### src/rtl/addsub_pkg.sv
// Shared types and constants for the pipelined add/subtract unit.
// Latency n/a (types only); backpressure n/a.
package addsub_pkg;

  localparam int MAX_WIDTH = 256;

  typedef struct packed {
    logic vld;
    logic sel;
    logic sat;
    logic cry;
    logic cmsb;
  } stage_ctl_t;

  function automatic int stages_f(input int width, input int chunk);
    return width / chunk;
  endfunction

  function automatic logic [MAX_WIDTH-1:0] smax_f(input int width);
    logic [MAX_WIDTH-1:0] v;
    v = '0;
    for (int i = 0; i < width - 1; i++) v[i] = 1'b1;
    return v;
  endfunction

  function automatic logic [MAX_WIDTH-1:0] smin_f(input int width);
    logic [MAX_WIDTH-1:0] v;
    v = '0;
    v[width-1] = 1'b1;
    return v;
  endfunction

endpackage

### src/rtl/addsub_if.sv
// Operand/result handshake bundle for addsub_pipe.
// Latency n/a; valid/ready in both directions.
interface addsub_if #(parameter int WIDTH = 8);
  logic             in_valid;
  logic             in_ready;
  logic [WIDTH-1:0] a;
  logic [WIDTH-1:0] b;
  logic             c_in;
  logic             sel;
  logic             sat;
  logic             out_valid;
  logic             out_ready;
  logic [WIDTH-1:0] sum;
  logic             c_out;
  logic             over_flow;
  logic             zero;

  modport master (
    output in_valid, a, b, c_in, sel, sat, out_ready,
    input  in_ready, out_valid, sum, c_out, over_flow, zero
  );

  modport slave (
    input  in_valid, a, b, c_in, sel, sat, out_ready,
    output in_ready, out_valid, sum, c_out, over_flow, zero
  );
endinterface

### src/rtl/addsub_chunk.sv
// One CHUNK-bit ripple slice of the carry chain; purely combinational.
// Latency 0; no backpressure.
module addsub_chunk #(
  parameter int CHUNK = 4
) (
  input  logic [CHUNK-1:0] a,
  input  logic [CHUNK-1:0] b,
  input  logic             cin,
  output logic [CHUNK-1:0] s,
  output logic             cout,
  output logic             c_msb_in
);
  assign {cout, s} = {1'b0, a} + {1'b0, b} + {{CHUNK{1'b0}}, cin};
  // Carry into the top bit recovered from its sum bit.
  assign c_msb_in  = a[CHUNK-1] ^ b[CHUNK-1] ^ s[CHUNK-1];
endmodule

### src/rtl/addsub_pipe.sv
// Pipelined add/subtract with carry/borrow-in, overflow and optional saturation.
// Latency STAGES cycles, 1 beat/cycle; whole pipe freezes when output stalls.
module addsub_pipe
  import addsub_pkg::*;
#(
  parameter int WIDTH = 8,
  parameter int CHUNK = 4
) (
  input  logic     clk,
  input  logic     rst_n,
  addsub_if.slave  bus
);
  localparam int STAGES = stages_f(WIDTH, CHUNK);
  localparam int LAST   = STAGES - 1;
  localparam logic [WIDTH-1:0] SMAX = WIDTH'(smax_f(WIDTH));
  localparam logic [WIDTH-1:0] SMIN = WIDTH'(smin_f(WIDTH));

  stage_ctl_t       ctl_q   [STAGES];
  stage_ctl_t       ctl_src [STAGES];
  logic [WIDTH-1:0] res_q   [STAGES];
  logic [WIDTH-1:0] res_src [STAGES];
  logic [WIDTH-1:0] a_q     [STAGES];
  logic [WIDTH-1:0] a_src   [STAGES];
  logic [WIDTH-1:0] b_q     [STAGES];
  logic [WIDTH-1:0] b_src   [STAGES];
  logic [CHUNK-1:0] ch_s    [STAGES];
  logic             ch_co   [STAGES];
  logic             ch_cm   [STAGES];

  logic             adv;
  logic             out_vld;
  logic             ovf;
  logic             pos_ovf;
  logic [WIDTH-1:0] sum_sat;

  // Slice k takes its operands from the input (k=0) or the previous stage record.
  always_comb begin
    ctl_src[0] = '{vld: bus.in_valid, sel: bus.sel, sat: bus.sat,
                   cry: bus.c_in ^ bus.sel, cmsb: 1'b0};
    a_src[0]   = bus.a;
    b_src[0]   = bus.b ^ {WIDTH{bus.sel}};
    res_src[0] = '0;
    for (int k = 1; k < STAGES; k++) begin
      ctl_src[k] = ctl_q[k-1];
      a_src[k]   = a_q[k-1];
      b_src[k]   = b_q[k-1];
      res_src[k] = res_q[k-1];
    end
  end

  for (genvar k = 0; k < STAGES; k++) begin : g_slice
    addsub_chunk #(.CHUNK(CHUNK)) u_chunk (
      .a        (a_src[k][k*CHUNK +: CHUNK]),
      .b        (b_src[k][k*CHUNK +: CHUNK]),
      .cin      (ctl_src[k].cry),
      .s        (ch_s[k]),
      .cout     (ch_co[k]),
      .c_msb_in (ch_cm[k])
    );
  end

  // Data fields carry no reset; only the valid bits are cleared.
  always_ff @(posedge clk) begin
    if (!rst_n) begin
      for (int k = 0; k < STAGES; k++) ctl_q[k].vld <= 1'b0;
    end else if (adv) begin
      for (int k = 0; k < STAGES; k++) begin
        ctl_q[k] <= '{vld: ctl_src[k].vld, sel: ctl_src[k].sel, sat: ctl_src[k].sat,
                      cry: ch_co[k], cmsb: ch_cm[k]};
        a_q[k]   <= a_src[k];
        b_q[k]   <= b_src[k];
        res_q[k] <= res_src[k] | (WIDTH'(ch_s[k]) << (k * CHUNK));
      end
    end
  end

  assign out_vld = ctl_q[LAST].vld;
  assign adv     = !out_vld || bus.out_ready;
  assign ovf     = ctl_q[LAST].cmsb ^ ctl_q[LAST].cry;
  assign pos_ovf = !a_q[LAST][WIDTH-1] && !b_q[LAST][WIDTH-1];
  assign sum_sat = (ctl_q[LAST].sat && ovf) ? (pos_ovf ? SMAX : SMIN) : res_q[LAST];

  // Results are qualified by out_valid so bubbles and reset read as all-zero.
  assign bus.in_ready  = adv;
  assign bus.out_valid = out_vld;
  assign bus.sum       = out_vld ? sum_sat : '0;
  assign bus.c_out     = out_vld && (ctl_q[LAST].cry ^ ctl_q[LAST].sel);
  assign bus.over_flow = out_vld && ovf;
  assign bus.zero      = out_vld && (sum_sat == '0);
endmodule

### src/flat_wrapper.sv
// flat-port wrapper written by rule: the top's interface ports become plain ports
module addsub_pipe_flat import addsub_pkg::*;
#(
  parameter int WIDTH = 8,
  parameter int CHUNK = 4
)
  (clk, rst_n, bus_in_valid, bus_a, bus_b, bus_c_in, bus_sel, bus_sat, bus_out_ready, bus_in_ready, bus_out_valid, bus_sum, bus_c_out, bus_over_flow, bus_zero);
  addsub_if #(.WIDTH(WIDTH)) bus_i ();
  input  logic clk;
  input  logic rst_n;
  input wire logic [$bits(bus_i.in_valid)-1:0] bus_in_valid;
  input wire logic [$bits(bus_i.a)-1:0] bus_a;
  input wire logic [$bits(bus_i.b)-1:0] bus_b;
  input wire logic [$bits(bus_i.c_in)-1:0] bus_c_in;
  input wire logic [$bits(bus_i.sel)-1:0] bus_sel;
  input wire logic [$bits(bus_i.sat)-1:0] bus_sat;
  input wire logic [$bits(bus_i.out_ready)-1:0] bus_out_ready;
  output wire logic [$bits(bus_i.in_ready)-1:0] bus_in_ready;
  output wire logic [$bits(bus_i.out_valid)-1:0] bus_out_valid;
  output wire logic [$bits(bus_i.sum)-1:0] bus_sum;
  output wire logic [$bits(bus_i.c_out)-1:0] bus_c_out;
  output wire logic [$bits(bus_i.over_flow)-1:0] bus_over_flow;
  output wire logic [$bits(bus_i.zero)-1:0] bus_zero;
  assign bus_i.in_valid = bus_in_valid;
  assign bus_i.a = bus_a;
  assign bus_i.b = bus_b;
  assign bus_i.c_in = bus_c_in;
  assign bus_i.sel = bus_sel;
  assign bus_i.sat = bus_sat;
  assign bus_i.out_ready = bus_out_ready;
  assign bus_in_ready = bus_i.in_ready;
  assign bus_out_valid = bus_i.out_valid;
  assign bus_sum = bus_i.sum;
  assign bus_c_out = bus_i.c_out;
  assign bus_over_flow = bus_i.over_flow;
  assign bus_zero = bus_i.zero;
  addsub_pipe #(.WIDTH(WIDTH), .CHUNK(CHUNK)) u_core (.clk(clk), .rst_n(rst_n), .bus(bus_i));
endmodule
### config.mk
export PLATFORM = sky130hd
export DESIGN_NAME = addsub_pipe_flat
export DESIGN_NICKNAME = d
export VERILOG_FILES = /design/src/rtl/addsub_pkg.sv /design/src/rtl/addsub_if.sv /design/src/rtl/addsub_chunk.sv /design/src/rtl/addsub_pipe.sv /design/src/flat_wrapper.sv
export SDC_FILE = /design/constraint.sdc
export NUM_CORES = 1
export LEC_CHECK = 0
export BUFFER_PORTS_ARGS = -buffer_cell sky130_fd_sc_hd__buf_2
export CAP_MARGIN = 15
export CORE_ASPECT_RATIO = 1.75
export CORE_MARGIN = 5
export CORE_UTILIZATION = 25
export CTS_CLUSTER_SIZE = 28
export DETAILED_ROUTE_END_ITERATION = 16
export MAX_ROUTING_LAYER = met4
export PLACE_DENSITY = 0.43
export SETUP_SLACK_MARGIN = 0.4
export SLEW_MARGIN = 15
export SYNTH_ARGS = -nofsm -noshare
export SYNTH_HDL_FRONTEND = slang
export SYNTH_SLANG_ARGS = --single-unit
### constraint.sdc
create_clock -name clk -period 4.6 [get_ports clk]
set_input_delay 0.23 -clock clk [delete_from_list [all_inputs] [get_ports clk]]
set_output_delay 0.23 -clock clk [all_outputs]
set_load 0.1 [all_outputs]
After elaboration in Yosys (flattened, before gate mapping)
Memories as Yosys holds them, arrays and structs flattened.
Cells that the tools add are included.
Storage, ports and cells
  register bits after elaboration: 0
  RAM bits: 58
  input bits: 23
  output and inout port bits: 13
  logic and storage cells: 38
  memories kept: 4
Memories
  u_core.a_q: depth 2, width 8, rd ports 2, clocked after memory_dff 0, wr ports 2, RTL line addsub_pipe.sv:22  | logic [WIDTH-1:0] a_q [STAGES];
  u_core.b_q: depth 2, width 8, rd ports 2, clocked after memory_dff 0, wr ports 2, RTL line addsub_pipe.sv:24  | logic [WIDTH-1:0] b_q [STAGES];
  u_core.res_q: depth 2, width 8, rd ports 2, clocked after memory_dff 0, wr ports 2, RTL line addsub_pipe.sv:20  | logic [WIDTH-1:0] res_q [STAGES];
  u_core.ctl_q: depth 2, width 5, rd ports 2, clocked after memory_dff 0, wr ports 2, RTL line addsub_pipe.sv:18  | stage_ctl_t ctl_q [STAGES];
Operators by class
  add/sub/neg operators: 4
  mux-type cells: 9
  bitwise operators: 11
  reduce and logical (&&, ||, !) cells: 10
Operator list (number)
  $mux W8: 3
  $add A4 B4 Y5: 2
  $add A5 B1 Y5: 2
  $logic_not A8 Y1: 1
  $or A8 B8 Y8: 1
  $xor A8 B8 Y8: 1
  $xor A1 B1 Y1: 7
  $mux W1: 6
  $logic_and A1 B1 Y1: 5
  $logic_not A1 Y1: 3
  $or A1 B1 Y1: 2
  $logic_or A1 B1 Y1: 1

Longest topological paths before layout
Gate-level depths: netlist (run 1).
An unclocked memory read counts as a cell.
  word-level depth: 7
  gate-level depth with buffers: 7
  gate-level depth less buffers: 6

By module
A second synthesis (run 1) with hierarchy kept.
Unflattened totals
  cells, all modules: 119
  area, all modules: 1567.8 um2
Modules (own cells, without submodules)
  addsub_pipe: instances 1, cells an instance 85, area an instance 1282.5 um2, seq. area each 930.9 um2
  addsub_chunk (u_core.g_slice[0].u_chunk): instances 1, cells an instance 17, area an instance 143.9 um2, seq. area each 0.0 um2
  addsub_chunk (u_core.g_slice[1].u_chunk): instances 1, cells an instance 17, area an instance 141.4 um2, seq. area each 0.0 um2

Least setup slack after synthesis (run 1)
Ideal clock, no wire load.
  path kind: flip-flop to output port
  from: memory u_core.ctl_q[0][9] (netlist name)
  to: output port bus_sum[0]
  arrival time: 3.476 ns
  data required time: 4.370 ns
  slack: 0.894 ns
  stages on the path, launching flop included: 4
  buffers on the path: 1
  path through: edfxtp_1 clkbuf_1 nand2_1 o21ai_0
RTL lines
  start, declared: RTL line addsub_pipe.sv:18
  end, declared: RTL line flat_wrapper.sv:20  | output wire logic [$bits(bus_i.sum)-1:0] bus_sum;

==> reports/metrics.cfg, run 1 <==
[cts]
cts_resized = 0
cts_root_buf = clkbuf_8
cts_buffers = 5
postCtsSetupBuffers = 0
clockBufferDepth = 2
cts_tree = built
clkLatencyLatePin_ps = 270
holdBufCountCts = 0
cts.sink_count = 31
htreeDepth = 2
clkTransAtPathRegs_ps = 60

[critical_path]
end_kind = flop
critPathMaxFanout = 29
path_class = flop to flop
crit_required_ps = 4490
critPathLaunchType = flop
crit_arrival_ps = 2060

[detailed_routing]
drt-initial-drc-count = 35
routedWlPerCell_um = 11.2
drc = 0
vias_per_cell = 4.00
vias = 953
wl_um = 2670
firstDrtPassIters = 4
ant_nets = 0

[cells_and_area]
multiInputGateArea_um2 = 544
final_core_util_pct = 30.7
antenna_cells = 0
design_area_mm2 = 0.00188
final_nets = 191
drive_gt1_share_pct = 27.2
layout.cells.non_filler = 238
fill_cells = 635
area_growth_pct = 21.5
seq_area_um2 = 931

[grt]
gr-usage-all-layers_pct = 7.73
overflow = 0
grt_max_degree = 30
antenna_found_initial = 0
grt_pass1_wl_um = 4660
grt_pass1_vias = 1021

[sta]
timing.final.crit_share_pct = 47.2
hold_violations = 0
layout_setup_ws_ps = 2430
worst_pin_slew_ps = 1030
fmax_mhz = 460
whs_ps = 134
setup_viol = 0
rsz0062_at_grt = no
clock_skew_ps = 5.37
report.final.slew_viol_count = 0
relSlewSlack_pct = 31.6
fin_setup_tns_ps = 0
fin_crit_ps = 2170

[yosys]
synth_edf_count = 31
ys_ff_latch = 31
synthCells = 119
synth_nets = 152
synthTopCellsByCount = edfxtp_1, inv_1, xor2_1, nand2_1, o21ai_0
ys_warn_count = 0
synth_top_cell_by_area = edfxtp_1
synthTopCellsByArea = edfxtp_1, xor2_1, fa_1
synth_cell_types = 25
ys_seq_area_share_pct = 60.0
synth_ff_type = edfxtp_1
synth.most_common_cell = edfxtp_1
synth.top_cell.area_share_pct = 60.0
syn_area_mm2 = 0.00155
async_reset_ff_share_pct = 0
postSynthAreaPerCell_um2 = 13.0

[placement]
preCtsSetupSlack_ps = 2370
placed_cells_incl_taps = 231
port_buffers = 35
dpl_cell_area_mm2 = 0.00181
place_congestion = 0.791
hpwl_um = 2170

[floorplanning]
die_w_um = 69.6
floorplan.initialDensity_pct = 25.3
rows = 38
coreArea_mm2 = 0.00613
ios = 36
die_y_um = 114
die_area_mm2 = 0.00794

[worst_hold_path]
min_path_type = input pin to flop

[flow_run]
maxCapViolCount = 0

[status]
outcome = complete, no violations

[power]
power_density_mw_per_mm2 = 369
p_total_mw = 0.695
peakVddDrop_mv = 0.179
cellLeakagePower_nw = 0.823

power breakdown:
part | switching (mW) | internal, mW
registers | 0.0135 | 0.353
clock network | 0.0872 | 0.100
logic | 0.0967 | 0.0446
cells in the final DEF, fill, tap and decap left out, drive strengths merged, types with 3 or more instances in the layout:
cell | netlist | layout
o21ai | 9 | 9
ha | 6 | 6
fa | 4 | 4
inv | 15 | 15
nand2 | 9 | 9
xor2 | 10 | 10
edfxtp | 31 | 31
xnor2 | 5 | 5
buf | 2 | 35
a21oi | 3 | 3
clkbuf | 1 | 5
and2 | 3 | 3
and3 | 6 | 6
nor2b | 3 | 3
path summary, 6_finish.rpt:
| path | from | to | slack (ps) | cells past startpoint |
|---|---|---|---|---|
| min | bus_a[7] | u_core.a_q[0][7] | 130 | 1 |
| max | u_core.ctl_q[0][9] | u_core.b_q[0][5] | 2430 | 3 |
| min reg2reg | u_core.res_q[0][2] | u_core.res_q[0][10] | 410 | 0 |
| max reg2reg | u_core.ctl_q[0][9] | u_core.b_q[0][5] | 2430 | 3 |
kinds of logic (layout without fill, tap and decap cells):
kind of cell / after synthesis / after routing / share of synthesized area (%)
compound gates: 14 / 14 / 5.48
buf+inv: 18 / 57 / 4.92
xor+xnor: 15 / 15 / 8.47
flops: 31 / 31 / 60.0
simple gates: 31 / 31 / 11.1
fa+ha+maj: 10 / 10 / 10.0
routing by layer:
| layer | GRT usage, % | wire length (µm) | part of all wire (%) | up-vias |
|---|---|---|---|---|
| met5 | - | 0 | 0 | - |
| met4 | 5.48 | 55 | 2.1 | 0 |
| met3 | 1.85 | 152 | 5.7 | 2 |
| met2 | 13.8 | 1530 | 57 | 30 |
| met1 | 7.15 | 927 | 35 | 434 |
| li1 | - | - | - | 487 |
layout make-up:
class                           instances  share of cell area, %
Tap cell                               80                   5.31
Clock buffer                            5                   3.65
Multi-Input combinational cell         70                   28.9
Inverter                               15                   2.99
Timing Repair Buffer                   35                   9.30
Clock inverter                          2                  0.465
Sequential cell                        31                   49.4
state kept, by name, indices dropped and copies added, names as in the netlist:
name,cells
u_core.res_q,12
u_core.ctl_q,9
u_core.a_q,5
u_core.b_q,5
worst max-delay path, stage by stage, from the launching register on:
cell and delay [ps]:
edfxtp_1 560, nand2b_1 280, nand2_1 160, inv_1 780
Note: power is estimated with default switching activity, not from simulation.
==> run 2, diff against run 1 <==
==> constraint.sdc (replaced) <==
create_clock -name clk -period 2.2 [get_ports clk]
set_input_delay 0.11 -clock clk [delete_from_list [all_inputs] [get_ports clk]]
set_output_delay 0.11 -clock clk [all_outputs]
set_load 0.1 [all_outputs]
==> reports/metrics.cfg, run 2 (synthesis gave the netlist of run 1 again) <==
[floorplanning]
die_y_um = 114  ; unchanged
rows = 38  ; unchanged
die_w_um = 69.6  ; unchanged
die_area_mm2 = 0.00794  ; unchanged
coreArea_mm2 = 0.00613  ; unchanged
floorplan.initialDensity_pct = 25.3  ; unchanged
ios = 36  ; unchanged

[grt]
grt_pass1_wl_um = 4570  ; -1.9%
antenna_found_initial = 0  ; unchanged
grt_max_degree = 16  ; -47%
grt.busiest_layer = met2
gr-usage-all-layers_pct = 7.64  ; -0.090 points
grt_pass1_vias = 1025  ; +0.39%
grt_use_met3_pct = 1.58  ; -0.26 points
overflow = 0  ; unchanged
met2_usage_pct = 14.7  ; +0.96 points
grt_use_met1_pct = 6.38  ; -0.77 points

[critical_path]
crit_required_ps = 2090  ; -2400 ps
critPathMaxFanout = 7  ; -76%
path_class = flop to output pin
max_stage_delay_ps = 430  ; -350 ps
critPathLaunchType = flop
regToRegSetupSlack_ps = 520  ; -1910 ps
crit_slowest_cell = edfxtp_1
end_kind = output pin
timing.rr.end = u_core.ctl_q[0][6]
crit_chain = xor2_2 -> and2_4 -> buf_6 -> o21ai_4 -> buf_12
r2r-start = u_core.ctl_q[0][1]
reg2reg_depth = 6  ; +3
crit_arrival_ps = 1630  ; -430 ps

[detailed_routing]
drc = 0  ; unchanged
wl_um = 2800  ; +4.9%
vias_per_cell = 3.94  ; -1.6%
ant_nets = 0  ; unchanged
vias = 981  ; +2.9%
drt-initial-drc-count = 12  ; -66%
firstDrtPassIters = 2  ; -2
routedWlPerCell_um = 11.2  ; +0.24%

[status]
outcome = complete, no violations

[power]
power_density_mw_per_mm2 = 698  ; +89%
cellLeakagePower_nw = 0.906  ; +10%
peakVddDrop_mv = 0.333  ; +86%

[sta]
setup_viol = 0  ; unchanged
timing.final.crit_share_pct = 79.0
relSlewSlack_pct = 67.7  ; +36 points
whs_ps = 15.5  ; -118 ps
layout_setup_ws_ps = 462  ; -1970 ps
fin_crit_ps = 1740
rsz0062_at_grt = yes
clock_skew_ps = 5.59  ; +0.211 ps
fmax_mhz = 575
hold_violations = 0  ; unchanged
worst_pin_slew_ps = 488  ; -538 ps
report.final.slew_viol_count = 0  ; unchanged

[cells_and_area]
final_cell_mix = edfxtp_1, buf_2, inv_1
fill_cells = 599  ; -5.7%
largest_register_ffs = 12  ; unchanged
top_register = u_core.res_q
layout_commonest_cell = edfxtp_1
seq_area_um2 = 931  ; unchanged
area_growth_pct = 42.3
antenna_cells = 0  ; unchanged
drive_gt1_share_pct = 39.6  ; +12 points
design_area_mm2 = 0.00221  ; +17%
multiInputGateArea_um2 = 664  ; +22%
final_core_util_pct = 36.0  ; +5.3 points
final_nets = 201  ; +5.2%
reg.largest.list = u_core.res_q (12), u_core.ctl_q (9)

[cts]
clockBufferDepth = 2  ; unchanged
htreeDepth = 2  ; unchanged
cts_root_buf = clkbuf_8
clkLatencyLatePin_ps = 270  ; about the same
cts.sink_count = 31  ; unchanged
cts_buffers = 5  ; unchanged
clkTransAtPathRegs_ps = 60  ; about the same
cts_tree = built

[placement]
place_congestion = 0.760  ; -4.0%
hpwl_um = 2290  ; +5.9%
preCtsSetupSlack_ps = 348  ; -2020 ps
dpl_cell_area_mm2 = 0.00191  ; +5.6%
port_buffers = 35  ; unchanged

[flow_run]
maxCapViolCount = 0  ; unchanged

[worst_hold_path]
min_path_type = input pin to flop
hold_start = bus_a[5]
hold_depth = 1  ; unchanged
min_to = u_core.a_q[0][5]

-- run 2: worst max-delay path: cells and delay by family (launching register included) --
family | cells | cell delay [ps]
flops | 1 | 430
buf+inv | 2 | 350
xor+xnor | 1 | 220
simple gates | 1 | 180
compound gates | 1 | 180
-- run 2: stage by stage --
step / power [mW] / TNS [ps] / std cells
final: 1.54 / 0 / 249
after global routing: 1.62 / 0 / 249
after CTS: 1.53 / 0 / 247
after detailed placement: 1.10 / 0 / 236
after global placement: 1.10 / 0 / 236
after floorplan: 1.02 / -6980 / 119
-- run 2: area by class of cell --
| class | count | share of cell area, % |
|---|---|---|
| tap | 80 | 4.54 |
| timing repair buffer | 45 | 16.8 |
| clock inverter | 1 | 0.227 |
| multi-input combinational | 70 | 30.1 |
| clock buffer | 7 | 3.46 |
| sequential | 31 | 42.2 |
| inverter | 15 | 2.72 |
-- run 2: what timing repair did --
| item | CTS | global route |
|---|---|---|
| hold endpoints to repair | 2 | 1 |
| setup endpoints to repair | 10 | 10 |
| resized for setup | 16 | 25 |
| hold buffers | 2 | 1 |
| pin swaps | 1 | 0 |
| setup buffers | 1 | 1 |
-- run 2: worst max path at each step --
stage	from	end	slack [ps]	cells past startpoint
CTS	u_core.ctl_q[0][6]	bus_sum[4]	360	5
finish	u_core.ctl_q[0][6]	bus_sum[4]	460	5
detailed placement	u_core.ctl_q[0][6]	bus_sum[4]	350	4
global route	u_core.ctl_q[0][6]	bus_c_out	380	4
global placement	u_core.ctl_q[0][6]	bus_sum[0]	420	4
floorplan	u_core.ctl_q[0][9]	u_core.a_q[0][15]	-200	3
-- run 2: layer usage --
layer	vias up	part of all wire, %
met5	-	0
met4	0	3.2
met2	30	59
li1	508	-
met1	438	33
met3	5	4.9
-- run 2: report_power, final --
group	internal [mW]	total, mW	switching [mW]
sequential	0.736	0.766	0.0291
combinational	0.145	0.372	0.227
clock	0.221	0.402	0.181
total	1.10	1.54	0.437
==> run 3, diff against run 2 <==
==> constraint.sdc (replaced) <==
create_clock -name clk -period 1.74 [get_ports clk]
set_input_delay 0.087 -clock clk [delete_from_list [all_inputs] [get_ports clk]]
set_output_delay 0.087 -clock clk [all_outputs]
set_load 0.1 [all_outputs]
==> reports/metrics.cfg, run 3 (synthesis gave the netlist of run 1 again) <==
[critical_path]
crit_arrival_ps = 1580  ; -50 ps
end_kind = output pin
critPathMaxFanout = 7  ; unchanged
crit_required_ps = 1650  ; -440 ps
critPathLaunchType = flop
path_class = flop to output pin

[power]
p_total_mw = 2.13  ; +38%
peakVddDrop_mv = 0.352  ; +5.8%
power_density_mw_per_mm2 = 807  ; +16%
cellLeakagePower_nw = 1.09  ; +20%

[cells_and_area]
reg.largest.list = u_core.res_q (12), u_core.ctl_q (9)
final_core_util_pct = 43.0  ; +7.0 points
largest_register_ffs = 12  ; unchanged
final_cell_mix = edfxtp_1, buf_2, buf_12
drive_gt1_share_pct = 50.0  ; +10 points
top_register = u_core.res_q
area_growth_pct = 70.1
antenna_cells = 0  ; unchanged
layout.cells.non_filler = 270  ; +8.4%
layout_commonest_cell = edfxtp_1
final_nets = 222  ; +10%

[floorplanning]
ios = 36  ; unchanged
die_y_um = 114  ; unchanged
die_w_um = 69.6  ; unchanged
coreArea_mm2 = 0.00613  ; unchanged
die_area_mm2 = 0.00794  ; unchanged
rows = 38  ; unchanged
floorplan.initialDensity_pct = 25.3  ; unchanged

[sta]
report.final.slew_viol_count = 0  ; unchanged
relSlewSlack_pct = 80.0  ; +12 points
fin_crit_ps = 1660
timing.final.crit_share_pct = 95.6
rsz0062_at_grt = yes
whs_ps = 103  ; +87.8 ps
fin_setup_tns_ps = 0  ; unchanged
hold_violations = 0  ; unchanged
clock_skew_ps = 6.76  ; +1.17 ps
setup_viol = 0  ; unchanged
fmax_mhz = 601
worst_pin_slew_ps = 301  ; -186 ps

[grt]
antenna_found_initial = 0  ; unchanged
gr-usage-all-layers_pct = 8.59  ; +0.95 points
grt_pass1_vias = 1172  ; +14%
grt_pass1_wl_um = 5110  ; +12%
overflow = 0  ; unchanged
grt_max_degree = 12  ; -4

[cts]
clockBufferDepth = 2  ; unchanged
cts_root_buf = clkbuf_8
clkTransAtPathRegs_ps = 60  ; about the same
cts_tree = built
cts.sink_count = 31  ; unchanged
htreeDepth = 2  ; unchanged
clkLatencyLatePin_ps = 280  ; about the same
cts_buffers = 5  ; unchanged

[flow_run]
maxCapViolCount = 0  ; unchanged

[placement]
place_congestion = 0.716  ; -5.7%
placed_cells_incl_taps = 237  ; +0.42%
hpwl_um = 2330  ; +1.7%
port_buffers = 35  ; unchanged

[worst_hold_path]
min_path_type = input pin to flop

[detailed_routing]
ant_nets = 0  ; unchanged
wl_um = 3130  ; +12%
drt-initial-drc-count = 25  ; +13
routedWlPerCell_um = 11.6  ; +3.2%
vias = 1105  ; +13%
firstDrtPassIters = 4  ; +2
drc = 0  ; unchanged
vias_per_cell = 4.09  ; +3.9%

[status]
outcome = complete, no violations

## run 3: cell count changes in the layout (fill, tap and decap cells not counted), sizes merged
cell	delta
clkbuf	+1
dlygate4sd3	+1
buf	+19
## run 3: final cells by class
cell class              count  area [µm²]
flip-flops and latches     31         931
inverters                  15        60.1
well taps                  80         100
fillers                   583        3490
multi-input cells          70         728
clock buffers               7        76.3
repair buffers             66         738
clock inverters             1        5.00
## run 3: per-layer routing
metal  track usage, %  vias to the layer above  wire length [µm]  part of all wire [%]
li1                 -                      554                 -                     -
met1             6.66                      512               954                    30
met2             16.5                       32              1920                    61
met3             2.37                        7               156                   5.0
met4             6.26                        0               105                   3.4
met5                -                        -                 0                     0
## run 3: worst max-delay path, cell delays in order (launching register included)
cell      delay [ps]
edfxtp_1         410
xor2_2           200
buf_4            140
nand4_1           90
buf_6            180
o21ai_4           70
buf_12           190
## run 3: repair_timing
item                                   CTS  global route
cloned                                   2             0
endpoints found under the hold margin    4             0
hold buffers                             4             0
gates resized for setup                 28            14
setup endpoints to repair               49            49
pin swaps                                5             7
setup buffers                           15             4
## run 3: through the flow
stage,instance area (µm²),setup WS [ps]
final,2640,76.4
after global routing,2640,-44.9
after CTS,2530,78.6
after detailed placement,2130,78.1
after global placement,2130,80.6
after floorplan,1680,-661
## run 3: worst paths after layout
check,depth (start not counted),slack (ps),startpoint,end
worst max register to register,6,80,u_core.ctl_q[0][1],u_core.ctl_q[0][6]
worst min register to register,0,410,u_core.res_q[0][3],u_core.res_q[0][11]
worst min-delay path,2,100,bus_b[5],u_core.b_q[0][5]
worst max-delay path,6,80,u_core.ctl_q[0][5],bus_sum[1]
## run 3: where the power goes
| group | switching, mW | internal, mW |
|---|---|---|
| combinational | 0.327 | 0.310 |
| sequential | 0.0372 | 0.931 |
| clock | 0.245 | 0.280 |
| total | 0.609 | 1.52 |
